--- src/rtl/data_buffer_pkg.sv ---
// Shared types and helpers for the data_buffer FIFO and its storage array.
package data_buffer_pkg;

  typedef enum logic [1:0] {IDLE, BUSY, FULL} state_t;

  function automatic int unsigned ptr_w(input int unsigned depth);
    return $clog2(depth);
  endfunction

endpackage

--- src/rtl/data_buffer_mem.sv ---
// Storage array for data_buffer: one synchronous write port, one asynchronous read port, no reset.
module data_buffer_mem #(
  parameter int unsigned WIDTH  = 8,
  parameter int unsigned DEPTH  = 4,
  parameter int unsigned AW     = 2,
  parameter type         DATA_T = logic
) (
  input  logic                   clk,
  input  logic                   i_we,
  input  logic [AW-1:0]          i_waddr,
  input  DATA_T [WIDTH-1:0]      i_wdata,
  input  logic [AW-1:0]          i_raddr,
  output DATA_T [WIDTH-1:0]      o_rdata
);

  DATA_T [WIDTH-1:0] r_mem [DEPTH];

  always_ff @(posedge clk) begin
    if (i_we) begin
      r_mem[i_waddr] <= i_wdata;
    end
  end

  assign o_rdata = r_mem[i_raddr];

endmodule

--- src/rtl/data_buffer.sv ---
// Parametrised valid/ready FIFO with flush, occupancy, almost-full and state outputs.
// BYPASS=1 collapses it to a single registered stage.
module data_buffer
  import data_buffer_pkg::*;
#(
  parameter int unsigned WIDTH    = 8,
  parameter int unsigned DEPTH    = 4,
  parameter type         DATA_T   = logic,
  parameter bit          BYPASS   = 1'b0,
  parameter int unsigned AF_LEVEL = DEPTH - 1
) (
  input  logic                         clk,
  input  logic                         rst_n,
  input  logic                         i_flush,
  input  logic                         i_in_valid,
  output logic                         o_in_ready,
  input  DATA_T [WIDTH-1:0]            i_in_data,
  output logic                         o_out_valid,
  input  logic                         i_out_ready,
  output DATA_T [WIDTH-1:0]            o_out_data,
  output logic [$clog2(DEPTH+1)-1:0]   o_count,
  output logic                         o_almost_full,
  output state_t                       o_state
);

  localparam int unsigned D  = BYPASS ? 1 : DEPTH;
  localparam int unsigned PW = (ptr_w(D) == 0) ? 1 : ptr_w(D);
  localparam int unsigned CW = $clog2(DEPTH + 1);
  localparam logic [CW-1:0] CntFull = CW'(D);

  logic [PW-1:0]     r_wr_ptr, r_rd_ptr, w_wr_ptr_d, w_rd_ptr_d;
  logic [CW-1:0]     r_count, w_count_d;
  state_t            r_state, w_state_d;
  logic              r_af, w_af_d;
  logic              w_push, w_pop, w_in_ready, w_nonempty;
  DATA_T [WIDTH-1:0] w_rdata, r_hold;

  assign w_nonempty = (r_count != '0);

  always_comb begin
    // Bypass is the only mode allowed a combinational out_ready -> in_ready path.
    w_in_ready = BYPASS ? (!w_nonempty || i_out_ready) : (r_count != CntFull);
    w_push     = i_in_valid & w_in_ready;
    w_pop      = w_nonempty & i_out_ready;
    w_wr_ptr_d = r_wr_ptr;
    w_rd_ptr_d = r_rd_ptr;
    w_count_d  = r_count;
    if (i_flush) begin
      w_wr_ptr_d = '0;
      w_rd_ptr_d = '0;
      w_count_d  = '0;
    end else begin
      if (w_push) w_wr_ptr_d = (D == 1) ? '0 : r_wr_ptr + PW'(1);
      if (w_pop)  w_rd_ptr_d = (D == 1) ? '0 : r_rd_ptr + PW'(1);
      case ({w_push, w_pop})
        2'b10:   w_count_d = r_count + CW'(1);
        2'b01:   w_count_d = r_count - CW'(1);
        default: w_count_d = r_count;
      endcase
    end
  end

  always_comb begin
    w_state_d = BUSY;
    if (w_count_d == '0) begin
      w_state_d = IDLE;
    end else if (w_count_d == CntFull) begin
      w_state_d = FULL;
    end
    w_af_d = (32'(w_count_d) >= AF_LEVEL);
  end

  always_ff @(posedge clk or negedge rst_n) begin
    if (!rst_n) begin
      r_wr_ptr <= '0;
      r_rd_ptr <= '0;
      r_count  <= '0;
      r_state  <= IDLE;
      r_af     <= 1'b0;
      r_hold   <= '0;
    end else begin
      r_wr_ptr <= w_wr_ptr_d;
      r_rd_ptr <= w_rd_ptr_d;
      r_count  <= w_count_d;
      r_state  <= w_state_d;
      r_af     <= w_af_d;
      // Remember the visible head so out_data holds once the buffer drains.
      if (w_nonempty) r_hold <= w_rdata;
    end
  end

  data_buffer_mem #(
    .WIDTH  (WIDTH),
    .DEPTH  (D),
    .AW     (PW),
    .DATA_T (DATA_T)
  ) u_mem (
    .clk     (clk),
    .i_we    (w_push & ~i_flush),
    .i_waddr (r_wr_ptr),
    .i_wdata (i_in_data),
    .i_raddr (r_rd_ptr),
    .o_rdata (w_rdata)
  );

  assign o_in_ready    = w_in_ready;
  assign o_out_valid   = w_nonempty;
  assign o_out_data    = w_nonempty ? w_rdata : r_hold;
  assign o_count       = r_count;
  assign o_almost_full = r_af;
  assign o_state       = r_state;

endmodule
--- config.mk ---
export PLATFORM = sky130hd
export DESIGN_NAME = data_buffer
export DESIGN_NICKNAME = d
export VERILOG_FILES = /design/src/rtl/data_buffer_pkg.sv /design/src/rtl/data_buffer_mem.sv /design/src/rtl/data_buffer.sv
export SDC_FILE = /design/constraint.sdc
export NUM_CORES = 1
export LEC_CHECK = 0
export CAP_MARGIN = 10
export CORE_MARGIN = 5
export CORE_UTILIZATION = 53
export DETAILED_ROUTE_END_ITERATION = 8
export GPL_ROUTABILITY_DRIVEN = 0
export PLACE_DENSITY_LB_ADDON = 0.3
export SLEW_MARGIN = 40
export SYNTH_ARGS = -nofsm -noshare
export SYNTH_HDL_FRONTEND = slang
export SYNTH_SLANG_ARGS = --single-unit
--- constraint.sdc ---
create_clock -name clk -period 3.14 [get_ports clk]
set_input_delay 0.628 -clock clk [delete_from_list [all_inputs] [get_ports clk]]
set_output_delay 0.628 -clock clk [all_outputs]
set_load 0.01 [all_outputs]
==> results.sh <==
export IMPL_synth_top_cells_by_area="sky130_fd_sc_hd__edfxtp_1 47%, sky130_fd_sc_hd__dfrtp_1 22%, sky130_fd_sc_hd__mux4_2 8.9%, sky130_fd_sc_hd__mux2_2 4.4%, sky130_fd_sc_hd__ha_1 3.1%"
export IMPL_route_detailed_vias_per_inst=5.54
export IMPL_ios=29
export IMPL_overall_track_demand_over_capacity_in_global_routing=0.154
export IMPL_timing_final_crit_share=0.912
export IMPL_status="complete, no violations"
export IMPL_seq_area_frac_synth=0.695
export IMPL_grt_pass1_wl_um=5840
export IMPL_post_synth_num_cell_types=28
export IMPL_final_antenna_net_count=0
export IMPL_final_fill_count=273
export IMPL_cts_htree_levels=2
export IMPL_drive_above_1_share=0.179
export IMPL_dpl_cell_area_mm2=0.00236
export IMPL_clock_path_buffers=2
export IMPL_tritoncts="done"
export IMPL_chipHeight_um=71.9
export IMPL_reg2reg_to="o_state[1]$_DFF_PN0_"
export IMPL_dpl_worst_slack_ns=0.427
export IMPL_final_cell_mix="32 x sky130_fd_sc_hd__edfxtp_1, 27 x sky130_fd_sc_hd__clkdlybuf4s50_1, 18 x sky130_fd_sc_hd__dfrtp_1"
export IMPL_synth_cell_area_mm2=0.00203
export IMPL_timing_hold_violations_final=0
export IMPL_unrepaired_setup_endpoints_after_global_routing="false"
export IMPL_detail_route_iter0_violations=78
export IMPL_period_minus_slack_ns=2.86
export IMPL_worst_hold_slack_ns=0.260
export IMPL_wire_per_inst_um=17.6
export IMPL_cp_endpoint="o_out_data[4]"
export IMPL_critical_path_top_delay_family="simple AND/OR/NAND/NOR gates"
export IMPL_estimated_wirelength_of_the_detail_placed_design_um=2470
export IMPL_design_die_area_mm2=0.00517
export IMPL_synth_fp_nets=136
export IMPL_fin_util=0.663
export IMPL_postRouteWirelength_um=3500
export IMPL_area_share_of_the_largest_cell_type_after_synthesis=0.473
export IMPL_number_of_buffers_added_to_fix_hold_violations_after_cts=0
export IMPL_total_leakage_power_nw=0.916
export IMPL_synthesized_flop_and_latch_total=50
export IMPL_clock_root_buffer="sky130_fd_sc_hd__clkbuf_8"
export IMPL_grt_antenna_before_repair=0
export IMPL_synth_top_cell_by_area="sky130_fd_sc_hd__edfxtp_1"
export IMPL_cp_slowest_cell="sky130_fd_sc_hd__nor3_4"
export IMPL_worst_slack_ns=0.276
export IMPL_detailroute_wirelength_met2_um=1900
export IMPL_drtPass1Iterations=4
export IMPL_synth_top_family_by_area="multiplexers"
export IMPL_timing_critical_path_fanout_max=9
export IMPL_slew_violations=0
export IMPL_cts_inserted_buffers=5
export IMPL_peak_supply_drop_mv=0.423
export IMPL_postCtsSetupBuffers=0
export IMPL_worstSetupPathType="flop to output port"
export IMPL_layout_cells_non_filler=199
export IMPL_placeableCoreArea_mm2=0.00369
export IMPL_max_freq_ghz=0.349
export IMPL_rows=22
export IMPL_clkSinkCount=50
export IMPL_worst_skew_pair_late_latency_ns=0.30
export IMPL_maxCapViolCount=0
export IMPL_worst_ep_required_time_ns=2.51
export IMPL_critical_path_buf_inv_count=1
export IMPL_remaining_drc_errors=0
export IMPL_first_global_vias=1188
export IMPL_total_of_warnings_raised_by_yosys=0
export IMPL_post_cts_resized=0
export IMPL_synth_mux_area_fraction=0.138
export IMPL_simple_gate_fraction_of_synth_area=0.0603
export IMPL_global_route_total_overflow=0
export IMPL_highest_signal_layer="met4"
export IMPL_worstPathCellList="nor3_4 > mux2_2 > clkdlybuf4s50_1"
export IMPL_crit_path_cell_count=3
export IMPL_initial_utilization=0.551
export IMPL_finClkSkew_ns=0.00731
export IMPL_synth_compound_area_share=0.0265
export IMPL_via_count=1102
export IMPL_holdCritPathClass="input pin to async pin"
export IMPL_power_total_mw=2.11
export IMPL_clk_pin_slew_ns=0.09
export IMPL_layout_cells_most_common="sky130_fd_sc_hd__edfxtp_1"
export IMPL_cpPeakStageDelay_ns=0.53
export IMPL_rr_worst_depth=7
export IMPL_drt_met1_wl_um=1380
export IMPL_setup_reg_to_reg_worst_slack_ns=0.68
export IMPL_power_density_mw_per_mm2=861
export IMPL_cp_end_kind="output port"
export IMPL_post_synth_fa_ha_maj_area_fraction=0.0406
export IMPL_r2r_start="o_count[0]$_DFF_PN0_"
export IMPL_antenna_cells_inserted=0
export IMPL_synth_xor_xnor_area_share=0.0172
export IMPL_final_setup_viol_count=0
export IMPL_critPathLaunch="o_count[0]$_DFF_PN0_"
export IMPL_grt_start_max_net_pins=19
export IMPL_total_length_of_routed_met3_wires_um=157
export IMPL_setup_total_neg_slack_ns=0
export IMPL_post_route_cell_area_mm2=0.00244
export IMPL_portBuffers=28
export IMPL_critical_path_arrival_ns=2.24
export IMPL_max_slew_margin_rel=0.634
export IMPL_worst_pin_slew_ns=0.547
export IMPL_syn_inst=117
export IMPL_area_growth_synth_to_final_pct=20.3
export IMPL_layout_nets=169
export IMPL_dieWidth_um=71.9
export IMPL_placed_cells_incl_taps=191
export IMPL_syn_avg_cell_area_um2=17.4
export IMPL_setup_worst_path_start_class="flop"
## sequential cells by signal, summed over array words and instances, names as in the netlist
| register | cells |
|---|---|
| o_almost_full | 1 |
| o_count | 3 |
| o_state | 2 |
| r_hold | 8 |
| r_rd_ptr | 2 |
| r_wr_ptr | 2 |
| u_mem.r_mem | 32 |
## final cells by class
class	instances	area [um^2]	area share
sequential	50	1410	0.577
inverter	6	22.5	0.00921
clock buffer	6	72.6	0.0297
clock inverter	2	13.8	0.00563
tap	48	60.1	0.0246
multi-input combinational	57	574	0.235
timing repair buffer	30	290	0.119
## worst register-to-register path, stage by stage, from the launching register on
cell	delay (ns)
sky130_fd_sc_hd__dfrtp_1	0.51
sky130_fd_sc_hd__o31ai_1	0.41
sky130_fd_sc_hd__inv_1	0.10
sky130_fd_sc_hd__ha_1	0.25
sky130_fd_sc_hd__fa_1	0.38
sky130_fd_sc_hd__xnor2_1	0.15
sky130_fd_sc_hd__or4_1	0.45
sky130_fd_sc_hd__a21oi_1	0.16
## how the worst min path moves through the flow
| stage | slack (ns) | end | start |
|---|---|---|---|
| after floorplan | 0.33 | o_almost_full$_DFF_PN0_ | rst_n |
| after global placement | 0.48 | r_hold[5]$_DFF_PN0_ | r_hold[5]$_DFF_PN0_ |
| after detailed placement | 0.49 | r_hold[7]$_DFF_PN0_ | r_hold[7]$_DFF_PN0_ |
| after CTS | 0.26 | r_hold[5]$_DFF_PN0_ | rst_n |
| after global routing | 0.27 | r_hold[6]$_DFF_PN0_ | rst_n |
| final | 0.26 | r_hold[5]$_DFF_PN0_ | rst_n |
## routing by layer
layer  up-vias  track usage
met1       561        0.179
met2        32        0.263
met4         0       0.0626
li1        502            -
met3         7       0.0526
met5         -            0
## power by group
| group | switching, mW | internal (mW) | leakage (nW) |
|---|---|---|---|
| Clock | 0.198 | 0.157 | 0.0452 |
| Sequential | 0.0772 | 0.816 | 0.518 |
| Combinational | 0.369 | 0.488 | 0.352 |
## cell usage after synthesis
cell type / n
sky130_fd_sc_hd__ha_1: 5
sky130_fd_sc_hd__buf_2: 1
sky130_fd_sc_hd__nor3b_1: 2
sky130_fd_sc_hd__nor3_1: 1
sky130_fd_sc_hd__and2_1: 4
sky130_fd_sc_hd__nor2_1: 5
sky130_fd_sc_hd__mux2_2: 8
sky130_fd_sc_hd__clkbuf_1: 2
sky130_fd_sc_hd__o31ai_1: 1
sky130_fd_sc_hd__nand2_1: 2
sky130_fd_sc_hd__or3_1: 1
sky130_fd_sc_hd__buf_6: 1
sky130_fd_sc_hd__fa_1: 1
sky130_fd_sc_hd__mux4_2: 8
sky130_fd_sc_hd__o311ai_0: 1
sky130_fd_sc_hd__dfrtp_1: 18
sky130_fd_sc_hd__nand3_1: 3
sky130_fd_sc_hd__xor2_1: 3
sky130_fd_sc_hd__edfxtp_1: 32
sky130_fd_sc_hd__a211oi_1: 1
sky130_fd_sc_hd__or4_1: 1
sky130_fd_sc_hd__a21oi_1: 3
sky130_fd_sc_hd__xnor2_1: 1
sky130_fd_sc_hd__mux2i_1: 1
sky130_fd_sc_hd__inv_1: 6
sky130_fd_sc_hd__o21ai_0: 3
sky130_fd_sc_hd__nor3_4: 1
sky130_fd_sc_hd__nor2b_1: 1
## kinds of logic (layout without fill, tap and decap cells)
group / after synthesis / in the layout
AO/OA/AOI/OAI: 9 / 9
XOR/XNOR: 4 / 4
adder cells (fa/ha/maj): 6 / 6
buffers and inverters: 10 / 44
flip-flops: 50 / 50
multiplexers: 17 / 17
AND/OR/NAND/NOR: 21 / 21
No activity file was read; power rests on OpenSTA's default activity.
